`src/rtl/db_cfg_pkg.sv`:
```
// Shared types and defaults for the debounced-button configuration controller.
// The commit FSM state encoding and the VGA configuration layout live here.
package db_cfg_pkg;

    typedef enum logic [1:0] {
        IDLE,
        WAIT,
        COMMIT
    } commit_state_t;

    localparam int DF_UART_W_DEF = 2;
    localparam int DF_VGA_W_DEF  = 2;
    localparam int TIMEOUT_DEF   = 1024;

    typedef struct packed {
        logic                    hs_pol;
        logic                    vs_pol;
        logic [DF_VGA_W_DEF-1:0] df_vga;
    } vga_cfg_t;

endpackage

```
`src/rtl/cfg_commit_fsm.sv`:
```
// Copies a shadow configuration group into its active register at a safe point,
// or after TIMEOUT cycles of waiting, pulsing upd (and forced) for one cycle.
module cfg_commit_fsm
    import db_cfg_pkg::*;
#(
    parameter int W       = 2,
    parameter int TIMEOUT = TIMEOUT_DEF
) (
    input  logic         clk,
    input  logic         rst,
    input  logic [W-1:0] shadow,
    input  logic         safe,
    output logic [W-1:0] active,
    output logic         upd,
    output logic         forced,
    output logic         waiting
);

    localparam int CNT_W = (TIMEOUT > 2) ? $clog2(TIMEOUT) : 1;
    localparam logic [CNT_W-1:0] CNT_LAST = CNT_W'(TIMEOUT - 1);

    commit_state_t    state_q, state_d;
    logic [CNT_W-1:0] cnt_q, cnt_d;
    logic [W-1:0]     active_d;
    logic             upd_d, forced_d;

    always_comb begin
        // NOTE: every signal gets a default before the case so no path infers a latch.
        state_d  = state_q;
        cnt_d    = cnt_q;
        active_d = active;
        upd_d    = 1'b0;
        forced_d = 1'b0;
        case (state_q)
            IDLE: begin
                if (shadow != active) begin
                    state_d = WAIT;
                    cnt_d   = '0;
                end
            end
            WAIT: begin
                if (shadow == active) begin
                    state_d = IDLE;
                end else if (safe || cnt_q == CNT_LAST) begin
                    state_d  = COMMIT;
                    active_d = shadow;
                    upd_d    = 1'b1;
                    forced_d = !safe;
                end else begin
                    cnt_d = cnt_q + 1'b1;
                end
            end
            COMMIT:  state_d = IDLE;
            default: state_d = IDLE;
        endcase
    end

    // NOTE: sequential state uses non-blocking assignments so all registers update together.
    always_ff @(posedge clk) begin
        if (rst) begin
            state_q <= IDLE;
            cnt_q   <= '0;
            active  <= '0;
            upd     <= 1'b0;
            forced  <= 1'b0;
        end else begin
            state_q <= state_d;
            cnt_q   <= cnt_d;
            active  <= active_d;
            upd     <= upd_d;
            forced  <= forced_d;
        end
    end

    assign waiting = (state_q == WAIT);

endmodule

```
`src/rtl/db_config_ctrl.sv`:
```
// Builds a shadow configuration from debounced button rising edges and commits
// the VGA and UART groups independently at their own safe points.
module db_config_ctrl
    import db_cfg_pkg::*;
#(
    parameter int DF_UART_W = DF_UART_W_DEF,
    parameter int DF_VGA_W  = DF_VGA_W_DEF,
    parameter int TIMEOUT   = TIMEOUT_DEF
) (
    input  logic                 clk,
    input  logic                 rst,
    input  logic                 HS,
    input  logic                 VS,
    input  logic                 DF_UART,
    input  logic                 DF_VGA,
    input  logic                 vga_frame_end,
    input  logic                 uart_busy,
    output logic                 cfg_hs_pol,
    output logic                 cfg_vs_pol,
    output logic [DF_VGA_W-1:0]  cfg_df_vga,
    output logic [DF_UART_W-1:0] cfg_df_uart,
    output logic                 vga_upd,
    output logic                 uart_upd,
    output logic                 vga_forced,
    output logic                 uart_forced,
    output logic                 pending
);

    logic hs_prev, vs_prev, df_uart_prev, df_vga_prev;
    logic rise_hs, rise_vs, rise_df_uart, rise_df_vga;

    logic                 sh_hs_pol, sh_vs_pol;
    logic [DF_VGA_W-1:0]  sh_df_vga;
    logic [DF_UART_W-1:0] sh_df_uart;

    logic [DF_VGA_W+1:0]  vga_active;
    logic                 vga_waiting, uart_waiting;

    assign rise_hs      = HS & ~hs_prev;
    assign rise_vs      = VS & ~vs_prev;
    assign rise_df_uart = DF_UART & ~df_uart_prev;
    assign rise_df_vga  = DF_VGA & ~df_vga_prev;

    // Prev regs track the inputs even in reset, so a button held through reset is not an edge.
    always_ff @(posedge clk) begin
        hs_prev      <= HS;
        vs_prev      <= VS;
        df_uart_prev <= DF_UART;
        df_vga_prev  <= DF_VGA;
        if (rst) begin
            sh_hs_pol  <= 1'b0;
            sh_vs_pol  <= 1'b0;
            sh_df_vga  <= '0;
            sh_df_uart <= '0;
        end else begin
            if (rise_hs)      sh_hs_pol  <= ~sh_hs_pol;
            if (rise_vs)      sh_vs_pol  <= ~sh_vs_pol;
            if (rise_df_vga)  sh_df_vga  <= sh_df_vga + 1'b1;
            if (rise_df_uart) sh_df_uart <= sh_df_uart + 1'b1;
        end
    end

    cfg_commit_fsm #(
        .W       (DF_VGA_W + 2),
        .TIMEOUT (TIMEOUT)
    ) u_vga_commit (
        .clk     (clk),
        .rst     (rst),
        .shadow  ({sh_hs_pol, sh_vs_pol, sh_df_vga}),
        .safe    (vga_frame_end),
        .active  (vga_active),
        .upd     (vga_upd),
        .forced  (vga_forced),
        .waiting (vga_waiting)
    );

    cfg_commit_fsm #(
        .W       (DF_UART_W),
        .TIMEOUT (TIMEOUT)
    ) u_uart_commit (
        .clk     (clk),
        .rst     (rst),
        .shadow  (sh_df_uart),
        .safe    (~uart_busy),
        .active  (cfg_df_uart),
        .upd     (uart_upd),
        .forced  (uart_forced),
        .waiting (uart_waiting)
    );

    assign {cfg_hs_pol, cfg_vs_pol, cfg_df_vga} = vga_active;
    assign pending = vga_waiting | uart_waiting;

endmodule

```
`config.mk`:
```
export PLATFORM = sky130hd
export DESIGN_NAME = db_config_ctrl
export DESIGN_NICKNAME = d
export VERILOG_FILES = /design/src/rtl/db_cfg_pkg.sv /design/src/rtl/cfg_commit_fsm.sv /design/src/rtl/db_config_ctrl.sv
export SDC_FILE = /design/constraint.sdc
export NUM_CORES = 1
export LEC_CHECK = 0
export ABC_AREA = 1
export BUFFER_PORTS_ARGS = -buffer_cell sky130_fd_sc_hd__buf_4
export CAP_MARGIN = 20
export CORE_ASPECT_RATIO = 1.4
export CORE_MARGIN = 2
export CORE_UTILIZATION = 55
export CTS_BUF_LIST = sky130_fd_sc_hd__clkbuf_8 sky130_fd_sc_hd__clkbuf_16
export CTS_CLUSTER_DIAMETER = 150
export DETAILED_ROUTE_END_ITERATION = 6
export GPL_ROUTABILITY_DRIVEN = 0
export GPL_TIMING_DRIVEN = 0
export HOLD_SLACK_MARGIN = 0.1
export PLACE_DENSITY = 0.81
export SYNTH_ARGS = -nofsm -noshare
export SYNTH_HDL_FRONTEND = slang
export SYNTH_HIERARCHICAL = 1
export SYNTH_SLANG_ARGS = --single-unit
```
`constraint.sdc`:
```
create_clock -name clk -period 3.05 [get_ports clk]
set_input_delay 0.4575 -clock clk [delete_from_list [all_inputs] [get_ports clk]]
set_output_delay 0.4575 -clock clk [all_outputs]
set_load 0.02 [all_outputs]
```
After elaboration in Yosys (flattened, before gate mapping)
Index checks and enable logic that the tools add are counted.

storage, ports and cells
  latch bits = 0
  bits in registers = 44
  word-level logic and storage cells = 91
  memories kept = 0
  memory bits (read-only) = 0
  input port bits = 8
  RAM bits = 0

operators by class
  multipliers = 0
  mux-type cells = 18
  reductions and logical operators = 17
  equality and inequality tests = 16
  shifts and indexed selects = 0
  magnitude comparators = 0
  bitwise gates (word level) = 18
  add/subtract/negate cells = 4
  div/mod/pow operators = 0

operators by type and width
  kind                     count
  $mux W10                 6
  $pmux W10 S2             2
  $add A10 B1 Y10 const B  2
  $eq A10 B10 Y1 const B   2
  $not A1 Y1               13
  $mux W2                  6
  $ne A2 B2 Y1 const B     4
  $pmux W2 S2              2
  $reduce_and A4 Y1        2
  $reduce_or A4 Y1         2
  $ne A3 B1 Y1 const B     2
  $reduce_and A3 Y1        2
  $reduce_or A3 Y1         2
  $add A2 B1 Y2 const B    2
  $and A1 B1 Y1            4
  $eq A2 B1 Y1 const B     2
  $eq A4 B4 Y1             1
  $logic_not A2 Y1         2
  $ne A2 B1 Y1 const B     2
  $ne A4 B4 Y1             1
  $reduce_and A2 Y1        2
  $reduce_bool A2 Y1       2
  $eq A2 B2 Y1             1
  $logic_or A1 B1 Y1       2
  4 further kinds          5

Logic depth before layout (Yosys ltp)
Gate-level depths: netlist of the first run.

  depth after elaboration = 5
  depth in mapped cells = 10
  depth with buffers taken out = 10

By module
The synthesis of the first run kept the hierarchy.

by module, submodules not included
  module                           cells each  area an instance (um2)  times used  seq. area each (um2)
  cfg_commit_fsm at u_vga_commit   167         1042.2                  1           360.3
  cfg_commit_fsm at u_uart_commit  145         943.4                   1           320.3
  db_config_ctrl                   45          349.1                   1           200.2

Worst setup path before layout of the first run
Ideal clock, no wire load.

  path kind = reg-to-output
  from = register u_vga_commit.state_q[1]
  to = output pending
  data required time = 2.592 ns
  arrival = 1.009 ns
  cell stages (with the launch flop) = 5
  slack = 1.583 ns
  path through = dfxtp_1 > inv_1 > nand2_1 > clkinv_1 > or2_1

between the ends
  cells in the longest elaborated chain, start to end = 2

RTL lines
  element                 RTL line              RTL
  start, declared         cfg_commit_fsm.sv:22  commit_state_t state_q, state_d;
  start signal, assigned  cfg_commit_fsm.sv:67  state_q <= state_d;
  $eq A2 B1 Y1            cfg_commit_fsm.sv:75  assign waiting = (state_q == WAIT);
  named net vga_waiting   db_config_ctrl.sv:37  logic vga_waiting, uart_waiting;
  $or A1 B1 Y1            db_config_ctrl.sv:92  assign pending = vga_waiting | uart_waiting;
  end, declared           db_config_ctrl.sv:26  output logic pending

The timed path passes the listed nets, and every way through them passes these cells.

Final worst setup path of the first run
Ends and elaborated chain as after synthesis.

==> flow_summary_export.csv, run 1 <==
group,metric,value,unit
status,status,"finished, final reports clean",
cells_and_area,nets,392,
detailed_routing,first_iter_violations,59,
timing,rsz0062_at_grt,"no",
cells_and_area,drive_gt1_frac,0.157,
detailed_routing,routed_wl,4610,um
timing,period_share,0.686,
setup_path,worst_path_largest_cell_delay,0.38,ns
die,design.die.area,4790,um2
timing,setup_viol,0,
power_and_ir_drop,power.total,1.41,mW
yosys,synth_warnings,6,
setup_path,critPathArrivalTime,1.63,ns
global_routing,grt_overflow,0,
yosys,yosys.area.top_type,"dfxtp_1",
yosys,synth_flop_cell,"dfxtp_1",
power_and_ir_drop,total_leakage_power,1.21,nW
die,coreArea,4170,um2
setup_path,path_delay_family,"buffers and inverters",
setup_path,worstRegToRegCells,9,
cells_and_area,syn2layout_area_growth,13.4,%
global_routing,grt_pass1_vias,2006,
yosys,synthArstFlopShare,0,
yosys,yosysSeqAreaShare,0.377,
timing,slew_viol_final,0,
setup_path,reg2reg_from,"u_uart_commit/cnt_q[0]",
power_and_ir_drop,peakVddDrop,0.398,mV
global_routing,global_route.usage.met3,0.0350,
min_path,hold_depth,1,
setup_path,rrSetupSlack,1.48,ns
place,place_hpwl,3450,um
setup_path,r2r-end,"u_uart_commit/cnt_q[1]",
detailed_routing,vias,2189,
yosys,syn_area_per_cell,6.54,um2
die,start_util,0.560,
detailed_routing,ant_nets,0,
yosys,synth.most_common_cell,"nand2_1",
power_and_ir_drop,power_density,531,nW/um2
cells_and_area,antenna_cells,0,
yosys,synth_cell_types,28,
clocking,cts_tree,"built",
cells_and_area,final_util,0.635,
timing,worst_pin_slew,0.392,ns
detailed_routing,first_pass_iters,4,
yosys,synth_seq_cells,44,
clocking,post-cts-setup-buffers,0,
die,chipHeight,81.1,um
global_routing,met1_usage,0.221,
yosys,netlist_area,2330,um2
global_routing,use_met2,0.397,
timing,maxSlewHeadroom,0.737,
min_path,hp-class,"in2reg",
setup_path,critPathMaxFanout,7,
detailed_routing,drc_errors,0,
die,io_pins,19,
clocking,cts_hold_buffers,0,
global_routing,antenna_found_initial,0,
clocking,path_clk_slew,0.08,ns
global_routing,grt_max_degree,15,
setup_path,worst_path_max_delay_cell,"dfxtp_1",
clocking,insertion_delay,0.29,ns
setup_path,crit_type,"reg2out",
detailed_routing,drt-wirelength-per-cell,10.8,um
yosys,syn-num-nets,367,
clocking,htreeDepth,2,
yosys,synth_edf_count,0,
clocking,clockRootBuffer,"clkbuf_8",
die,num_rows,28,
detailed_routing,vias_per_cell,5.11,
setup_path,cp.buffers_inverters,3,
place,io_buffers,18,
setup_path,worstPathCellList,"inv_1, nand2_1, clkinv_1, or2_1, buf_4",
timing,hold_violations,0,
die,fp.dieW,59.1,um
yosys,netlist.area_leader.share,0.377,
timing,fin_worst_skew,0.0111,ns
yosys,synthCells,357,
setup_path,crit_path_end_kind,"output pin",
yosys,yosys-top-cells-count,"nand2_1 (98), nor2_1 (57), inv_1 (49)",
setup_path,crit_required,2.59,ns
clocking,ctsResizeCount,0,
yosys,synth.top_cells.by_area,"dfxtp_1 (38%), nand2_1 (16%), nor2_1 (9.2%)",
timing,tns,0,ns
min_path,worstHoldStart,"HS",
clocking,cts_sinks,44,
clocking,clockBufferDepth,2,
setup_path,start_kind,"flop",
timing,fmax,0.478,GHz
global_routing,grt-busiest-layer,"met2",
job,cap_violations,0,
global_routing,grt_usage,0.207,
min_path,hold_end,"hs_prev",
timing,period_needed,2.09,ns
global_routing,grt_pass1_wl,7890,um
clocking,numCtsBuffers,5,
worst register-to-register path, stage by stage (launching register included):
cell and delay (ns):
dfxtp_1 0.40, ha_1 0.25, nand2_2 0.08, nor2_4 0.12
nand3_2 0.11, nand2_4 0.09, nand2_4 0.08, buf_6 0.16
a21oi_1 0.12, nor2_1 0.05
power breakdown:
group	internal, mW	switching, mW	total [mW]
logic	0.112	0.177	0.289
clock network	0.268	0.198	0.465
registers	0.615	0.0373	0.653
metrics by stage:
step / hold slack [ns] / std cells / cell area (um2) / setup WS, ns
global route: 0.273 / 428 / 2650 / 0.855
CTS: 0.272 / 428 / 2650 / 0.963
detailed placement: 0.498 / 420 / 2530 / 1.30
floorplan: 0.456 / 357 / 2330 / 1.58
global placement: 0.485 / 420 / 2530 / 1.29
finish: 0.282 / 428 / 2650 / 0.958
area by class of cell:
| class | count | area (um2) |
|---|---|---|
| Timing Repair Buffer | 18 | 135 |
| Inverter | 57 | 214 |
| Fill cell | 392 | 1520 |
| Sequential cell | 44 | 881 |
| Clock inverter | 2 | 38.8 |
| Tap cell | 45 | 56.3 |
| Buffer | 6 | 58.8 |
| Clock buffer | 6 | 82.6 |
| Multi-Input combinational cell | 250 | 1180 |
flip-flops by register name (all words and copies together) (netlist names), 2 cells and up:
name and flops:
sh_df_vga 2, u_uart_commit/active 2, sh_df_uart 2, u_uart_commit/cnt_q 10, u_vga_commit/state_q 2, u_vga_commit/cnt_q 10, u_uart_commit/state_q 2, u_vga_commit/active 4
logic make-up (layout without fill, tap and decap cells):
kind of cell / count (synthesis) / count (layout) / share of synthesized area
XOR/XNOR: 2 / 2 / 0.00750
flip-flops: 44 / 44 / 0.377
AO/OA/AOI/OAI: 23 / 23 / 0.0552
adder cells (fa/ha/maj): 2 / 2 / 0.0107
buffers and inverters: 63 / 89 / 0.117
AND/OR/NAND/NOR: 223 / 223 / 0.432
cell usage in the layout, fill, tap and decap left out, types with 3 or more instances in the layout:
master / instances
nor2_1: 57
a21oi_1: 17
buf_6: 3
o21ai_0: 4
nand4_1: 3
inv_1: 49
nand3_2: 6
nand3_1: 39
buf_4: 19
dfxtp_1: 44
nand2_1: 98
nor2_2: 3
inv_2: 6
nor2_4: 4
nand2_2: 6
clkbuf_8: 7
layer usage:
metal,vias up,share of wire
met1,990,0.43
met3,4,0.033
met4,0,0.0082
met2,48,0.53
met5,-,0
li1,1147,-
worst max path at each step:
stage	startpoint	end	slack [ns]	depth (start not counted)
global route	u_vga_commit/state_q[1]	pending	0.86	5
global placement	u_vga_commit/state_q[1]	pending	1.29	5
finish	u_vga_commit/state_q[1]	pending	0.96	5
CTS	u_vga_commit/state_q[1]	pending	0.96	5
floorplan	u_vga_commit/state_q[1]	pending	1.58	4
detailed placement	u_vga_commit/state_q[1]	pending	1.30	5
No activity file was read; power rests on OpenSTA's default activity.
==> inputs of run 2 (changes only) <==
--- a/config.mk
+++ b/config.mk
@@ -5,7 +5,7 @@
 export SDC_FILE = /design/constraint.sdc
 export NUM_CORES = 1
 export LEC_CHECK = 0
-export ABC_AREA = 1
+export ABC_AREA = 0
 export BUFFER_PORTS_ARGS = -buffer_cell sky130_fd_sc_hd__buf_4
 export CAP_MARGIN = 20
 export CORE_ASPECT_RATIO = 1.4
@@ -17,7 +17,7 @@
 export GPL_ROUTABILITY_DRIVEN = 0
 export GPL_TIMING_DRIVEN = 0
 export HOLD_SLACK_MARGIN = 0.1
-export PLACE_DENSITY = 0.81
+export PLACE_DENSITY = 0.82
 export SYNTH_ARGS = -nofsm -noshare
 export SYNTH_HDL_FRONTEND = slang
 export SYNTH_HIERARCHICAL = 1
==> constraint.sdc (replaced) <==
create_clock -name clk -period 2.2 [get_ports clk]
set_input_delay 0.33 -clock clk [delete_from_list [all_inputs] [get_ports clk]]
set_output_delay 0.33 -clock clk [all_outputs]
set_load 0.02 [all_outputs]
==> flow_summary_export.csv, run 2 <==
group,metric,value,unit
status,status,"finished, final reports clean",
global_routing,grt_max_degree,20,
clocking,clockRootBuffer,"clkbuf_8",
detailed_routing,vias_per_cell,6.30,
cells_and_area,nFillCells,309,
place,io_buffers,18,
global_routing,grt_usage,0.226,
detailed_routing,vias,1940,
clocking,cts_tree,"built",
timing,whs,0.141,ns
setup_path,crit_top_cell,"buf_2",
detailed_routing,met1_length,1950,um
detailed_routing,routed_wl,4810,um
setup_path,critPathArrivalTime,1.72,ns
yosys,syn_area_per_cell,8.91,um2
clocking,ctsResizeCount,0,
yosys,synth.top_cells.by_area,"dfxtp_1 (41%), o21ai_0 (4.2%), xor2_1 (3.3%)",
timing,maxSlewHeadroom,0.578,
yosys,yosysSeqAreaShare,0.412,
setup_path,worst_path_max_delay_cell,"dfxtp_1",
clocking,path_clk_slew,0.09,ns
timing,setup_viol,0,
timing,period_share,0.930,
global_routing,grt_pass1_vias,1788,
place,place_hpwl,3420,um
timing,rsz0062_at_grt,"no",
die,design.die.area,4410,um2
yosys,synth_flop_cell,"dfxtp_1",
cells_and_area,nets,275,
detailed_routing,top_layer,"met4",
detailed_routing,wl_met3,238,um
global_routing,antenna_found_initial,0,
setup_path,worstPathCellList,"nand2b_1, buf_2, inv_1, buf_2, or2_2, buf_4",
cells_and_area,seq_area,881,um2
detailed_routing,drc_errors,0,
cells_and_area,multiInputGateArea,1190,um2
power_and_ir_drop,total_leakage_power,0.895,nW
detailed_routing,drt-wirelength-per-cell,15.6,um
min_path,hp-class,"in2reg",
timing,hold_violations,0,
clocking,htreeDepth,2,
yosys,syn-num-nets,250,
clocking,post-cts-setup-buffers,0,
yosys,synthCells,240,
detailed_routing,first_iter_violations,136,
power_and_ir_drop,power_density,697,nW/um2
place,placedCellCount,300,
timing,worst_pin_slew,0.625,ns
die,fp.dieW,56.7,um
job,cap_violations,0,
timing,fin_worst_skew,0.0108,ns
setup_path,critPathMaxFanout,10,
yosys,synth_seq_cells,44,
cells_and_area,final_cell_mix,"dfxtp_1 (44), buf_4 (18), o21ai_0 (18)",
setup_path,worst_path_largest_cell_delay,0.36,ns
die,start_util,0.582,
global_routing,grt_overflow,0,
yosys,yosys-top-cells-count,"dfxtp_1 (44), o21ai_0 (18), nor2_1 (14)",
yosys,synth_cell_types,52,
die,coreArea,3680,um2
yosys,synthArstFlopShare,0,
die,num_rows,26,
setup_path,path_delay_family,"buffers and inverters",
cells_and_area,antenna_cells,0,
timing,fmax,0.489,GHz
cells_and_area,drive_gt1_frac,0.154,
setup_path,cp.buffers_inverters,4,
die,io_pins,19,
detailed_routing,ant_nets,0,
cells_and_area,top_regs,"u_uart_commit/cnt_q x10, u_vga_commit/cnt_q x10, u_vga_commit/active x4",
timing,period_needed,2.05,ns
yosys,yosys.area.top_type,"dfxtp_1",
cells_and_area,final_common_cell,"dfxtp_1",
global_routing,grt_pass1_wl,7930,um
setup_path,start_kind,"flop",
yosys,synth_warnings,6,
clocking,clockBufferDepth,2,
clocking,numCtsBuffers,5,
die,chipHeight,77.8,um
setup_path,crit_required,1.87,ns
cells_and_area,syn2layout_area_growth,14.5,%
clocking,cts_hold_buffers,0,
power_and_ir_drop,peakVddDrop,0.543,mV
setup_path,crit_type,"reg2out",
timing,tns,0,ns
yosys,synth.most_common_cell,"dfxtp_1",
cells_and_area,finalNonFillerCells,308,
yosys,netlist.area_leader.share,0.412,
detailed_routing,first_pass_iters,4,
clocking,insertion_delay,0.30,ns
detailed_routing,dr_wl_met2,2530,um
yosys,synth_edf_count,0,
timing,slew_viol_final,0,
setup_path,crit_path_end_kind,"output pin",
yosys,netlist_area,2140,um2
clocking,cts_sinks,44,
## run 2: routing by layer
layer / vias up / GRT usage
li1: 955 / -
met4: 0 / 0.110
met1: 910 / 0.252
met2: 68 / 0.402
met3: 7 / 0.0433
met5: - / 0
## run 2: metrics by stage
stage / power, mW / utilization / area (um2) / worst slack (ns)
detailed placement: 1.07 / 0.633 / 2330 / 0.419
global placement: 1.07 / 0.633 / 2330 / 0.465
global route: 1.77 / 0.666 / 2450 / 0.0735
finish: 1.71 / 0.666 / 2450 / 0.154
CTS: 1.72 / 0.666 / 2450 / 0.155
floorplan: 1.00 / - / 2140 / 0.564
## run 2: area by class of cell
type | count | share of cell area
clock inverters | 2 | 0.0158
well taps | 42 | 0.0215
plain buffers | 6 | 0.0138
flip-flops and latches | 44 | 0.360
multi-input cells | 180 | 0.485
repair buffers | 18 | 0.0552
clock buffers | 6 | 0.0337
inverters | 10 | 0.0153
## run 2: final timing paths
kind              cells past startpoint                     end               startpoint  slack [ns]
setup / recovery                      6                 pending  u_vga_commit/state_q[1]        0.15
setup reg to reg                      5  u_uart_commit/cnt_q[1]   u_uart_commit/cnt_q[1]        0.39
hold / removal                        1                 hs_prev                       HS        0.14
hold reg to reg                       2  u_vga_commit/active[2]   u_vga_commit/active[2]        0.51
## run 2: cells by family after synthesis
logic type               after synthesis  share of synthesized area
AND/OR/NAND/NOR                       95                      0.253
AO/OA/AOI/OAI                         68                      0.228
flip-flops                            44                      0.412
buffers and inverters                 16                     0.0334
XOR/XNOR                              14                     0.0573
adder cells (fa/ha/maj)                2                     0.0117
multiplexers                           1                    0.00468
## run 2: power by group
| group | leakage (nW) | switching (mW) | internal (mW) | total [mW] |
|---|---|---|---|---|
| clock network | 0.0614 | 0.280 | 0.371 | 0.651 |
| registers | 0.357 | 0.0221 | 0.818 | 0.840 |
| logic | 0.476 | 0.135 | 0.0808 | 0.216 |
| total | 0.895 | 0.437 | 1.27 | 1.71 |
==> inputs of run 3 (changes only) <==
==> constraint.sdc (replaced) <==
create_clock -name clk -period 2.2 [get_ports clk]
set_input_delay 0.44 -clock clk [delete_from_list [all_inputs] [get_ports clk]]
set_output_delay 0.44 -clock clk [all_outputs]
set_load 0.02 [all_outputs]
==> flow_summary_export.csv, run 3 (synthesis gave the netlist of run 2 again) <==
group,metric,value,unit
cells_and_area,antenna_cells,0,
timing,period_needed,2.10,ns
clocking,htreeDepth,2,
clocking,clockBufferDepth,2,
power_and_ir_drop,total_leakage_power,0.897,nW
die,design.die.area,4410,um2
timing,slew_viol_final,0,
timing,maxSlewHeadroom,0.578,
place,io_buffers,18,
die,fp.dieW,56.7,um
detailed_routing,vias,1924,
timing,setup_viol,0,
detailed_routing,vias_per_cell,6.25,
min_path,hold_depth,1,
clocking,cts_sinks,44,
setup_path,reg2reg_from,"u_uart_commit/cnt_q[1]",
place,place_hpwl,3420,um
setup_path,path_delay_family,"buffers and inverters",
cells_and_area,drive_gt1_frac,0.158,
min_path,worstHoldStart,"HS",
setup_path,cp.depth,6,
setup_path,worstPathCellList,"nand2b_1, clkbuf_4, inv_1, buf_2, or2_2, buf_4",
detailed_routing,first_pass_iters,4,
global_routing,antenna_found_initial,0,
timing,tns,0,ns
min_path,hp-class,"in2reg",
timing,worst_pin_slew,0.625,ns
timing,rsz0062_at_grt,"no",
cells_and_area,finalNonFillerCells,308,
die,num_rows,26,
die,chipHeight,77.8,um
clocking,insertion_delay,0.30,ns
detailed_routing,routed_wl,4780,um
die,coreArea,3680,um2
die,start_util,0.582,
detailed_routing,drt-wirelength-per-cell,15.5,um
setup_path,cp.buffers_inverters,4,
setup_path,crit_type,"reg2out",
cells_and_area,final_cell_mix,"dfxtp_1 (43), buf_4 (18), o21ai_0 (18)",
detailed_routing,drc_errors,0,
global_routing,grt_overflow,0,
timing,fin_worst_skew,0.0115,ns
setup_path,crit_path_end_kind,"output pin",
cells_and_area,final_common_cell,"dfxtp_1",
setup_path,rrSetupSlack,0.39,ns
job,cap_violations,0,
cells_and_area,nets,275,
setup_path,critPathMaxFanout,10,
power_and_ir_drop,peakVddDrop,0.544,mV
setup_path,critPathArrivalTime,1.66,ns
setup_path,worst_path_max_delay_cell,"dfxtp_2",
timing,period_share,0.955,
clocking,path_clk_slew,0.09,ns
clocking,cts_tree,"built",
global_routing,grt_pass1_wl,7930,um
status,status,"finished, final reports clean",
setup_path,r2r-end,"u_uart_commit/cnt_q[1]",
detailed_routing,first_iter_violations,122,
min_path,hold_end,"hs_prev",
die,io_pins,19,
global_routing,grt_usage,0.226,
timing,hold_violations,0,
cells_and_area,top_regs,"u_uart_commit/cnt_q x10, u_vga_commit/cnt_q x10, u_vga_commit/active x4",
cells_and_area,syn2layout_area_growth,14.6,%
setup_path,start_kind,"flop",
clocking,clockRootBuffer,"clkbuf_8",
clocking,cts_hold_buffers,0,
clocking,numCtsBuffers,5,
power_and_ir_drop,power_density,697,nW/um2
timing,fmax,0.476,GHz
detailed_routing,ant_nets,0,
place,placedCellCount,300,
cells_and_area,nFillCells,308,
global_routing,grt_pass1_vias,1788,
setup_path,worstRegToRegCells,5,
setup_path,crit_required,1.76,ns
global_routing,grt_max_degree,20,
setup_path,worst_path_largest_cell_delay,0.35,ns
==> run 3: cell types whose count changed in the layout (fill, tap and decap cells not counted), sizes merged <==
cell	change
buf	-1
clkbuf	+1
==> run 3: per-stage QoR <==
step / util / worst slack, ns / hold WS, ns / area (um2) / power (mW)
global placement: 0.633 / 0.361 / 0.493 / 2330 / 1.07
detailed placement: 0.633 / 0.350 / 0.499 / 2330 / 1.07
CTS: 0.666 / 0.0454 / 0.241 / 2450 / 1.72
finish: 0.667 / 0.0996 / 0.253 / 2450 / 1.71
global route: 0.667 / 0.0377 / 0.241 / 2450 / 1.77
floorplan: - / 0.564 / 0.468 / 2140 / 1.00
==> run 3: final cells by class <==
type / count / area [um2] / share of cell area
flip-flops and latches: 44 / 882 / 0.360
plain buffers: 6 / 36.3 / 0.0148
clock buffers: 6 / 82.6 / 0.0337
multi-input cells: 180 / 1190 / 0.484
inverters: 10 / 37.5 / 0.0153
clock inverters: 2 / 38.8 / 0.0158
well taps: 42 / 52.6 / 0.0214
repair buffers: 18 / 135 / 0.0551
==> run 3: report_power, final <==
group | switching [mW] | leakage (nW) | internal, mW
clock network | 0.278 | 0.0614 | 0.371
registers | 0.0221 | 0.358 | 0.818
logic | 0.136 | 0.478 | 0.0821
==> run 3: worst max path at each step <==
stage | slack, ns | endpoint | startpoint
2_1_floorplan | 0.56 | u_vga_commit/cnt_q[9] | u_vga_commit/active[2]
3_3_place_gp | 0.36 | u_uart_commit/cnt_q[2] | rst
4_1_cts | 0.05 | pending | u_vga_commit/state_q[1]
6_report | 0.1 | pending | u_vga_commit/state_q[1]
5_1_grt | 0.04 | pending | u_vga_commit/state_q[1]
3_5_place_dp | 0.35 | u_uart_commit/cnt_q[9] | rst
==> run 3: layer usage <==
layer | up-vias | global-route usage | wire length (um)
met5 | - | 0 | 0
met4 | 0 | 0.110 | 76
met3 | 7 | 0.0433 | 200
met2 | 57 | 0.402 | 2490
met1 | 906 | 0.252 | 2020
li1 | 954 | - | -
==> run 3: worst reg2reg max path, cell delays in order, from the launching register on <==
cell     delay, ns
dfxtp_1       0.41
ha_1          0.30
nand2_1       0.17
nor3_1        0.33
o21ai_1       0.23
a41o_1        0.29
==> run 3: repair_timing <==
action                                  4_1_cts  5_1_grt
setup buffers                                 0        0
endpoints found under the setup margin        0        1
resized for setup                             0        2
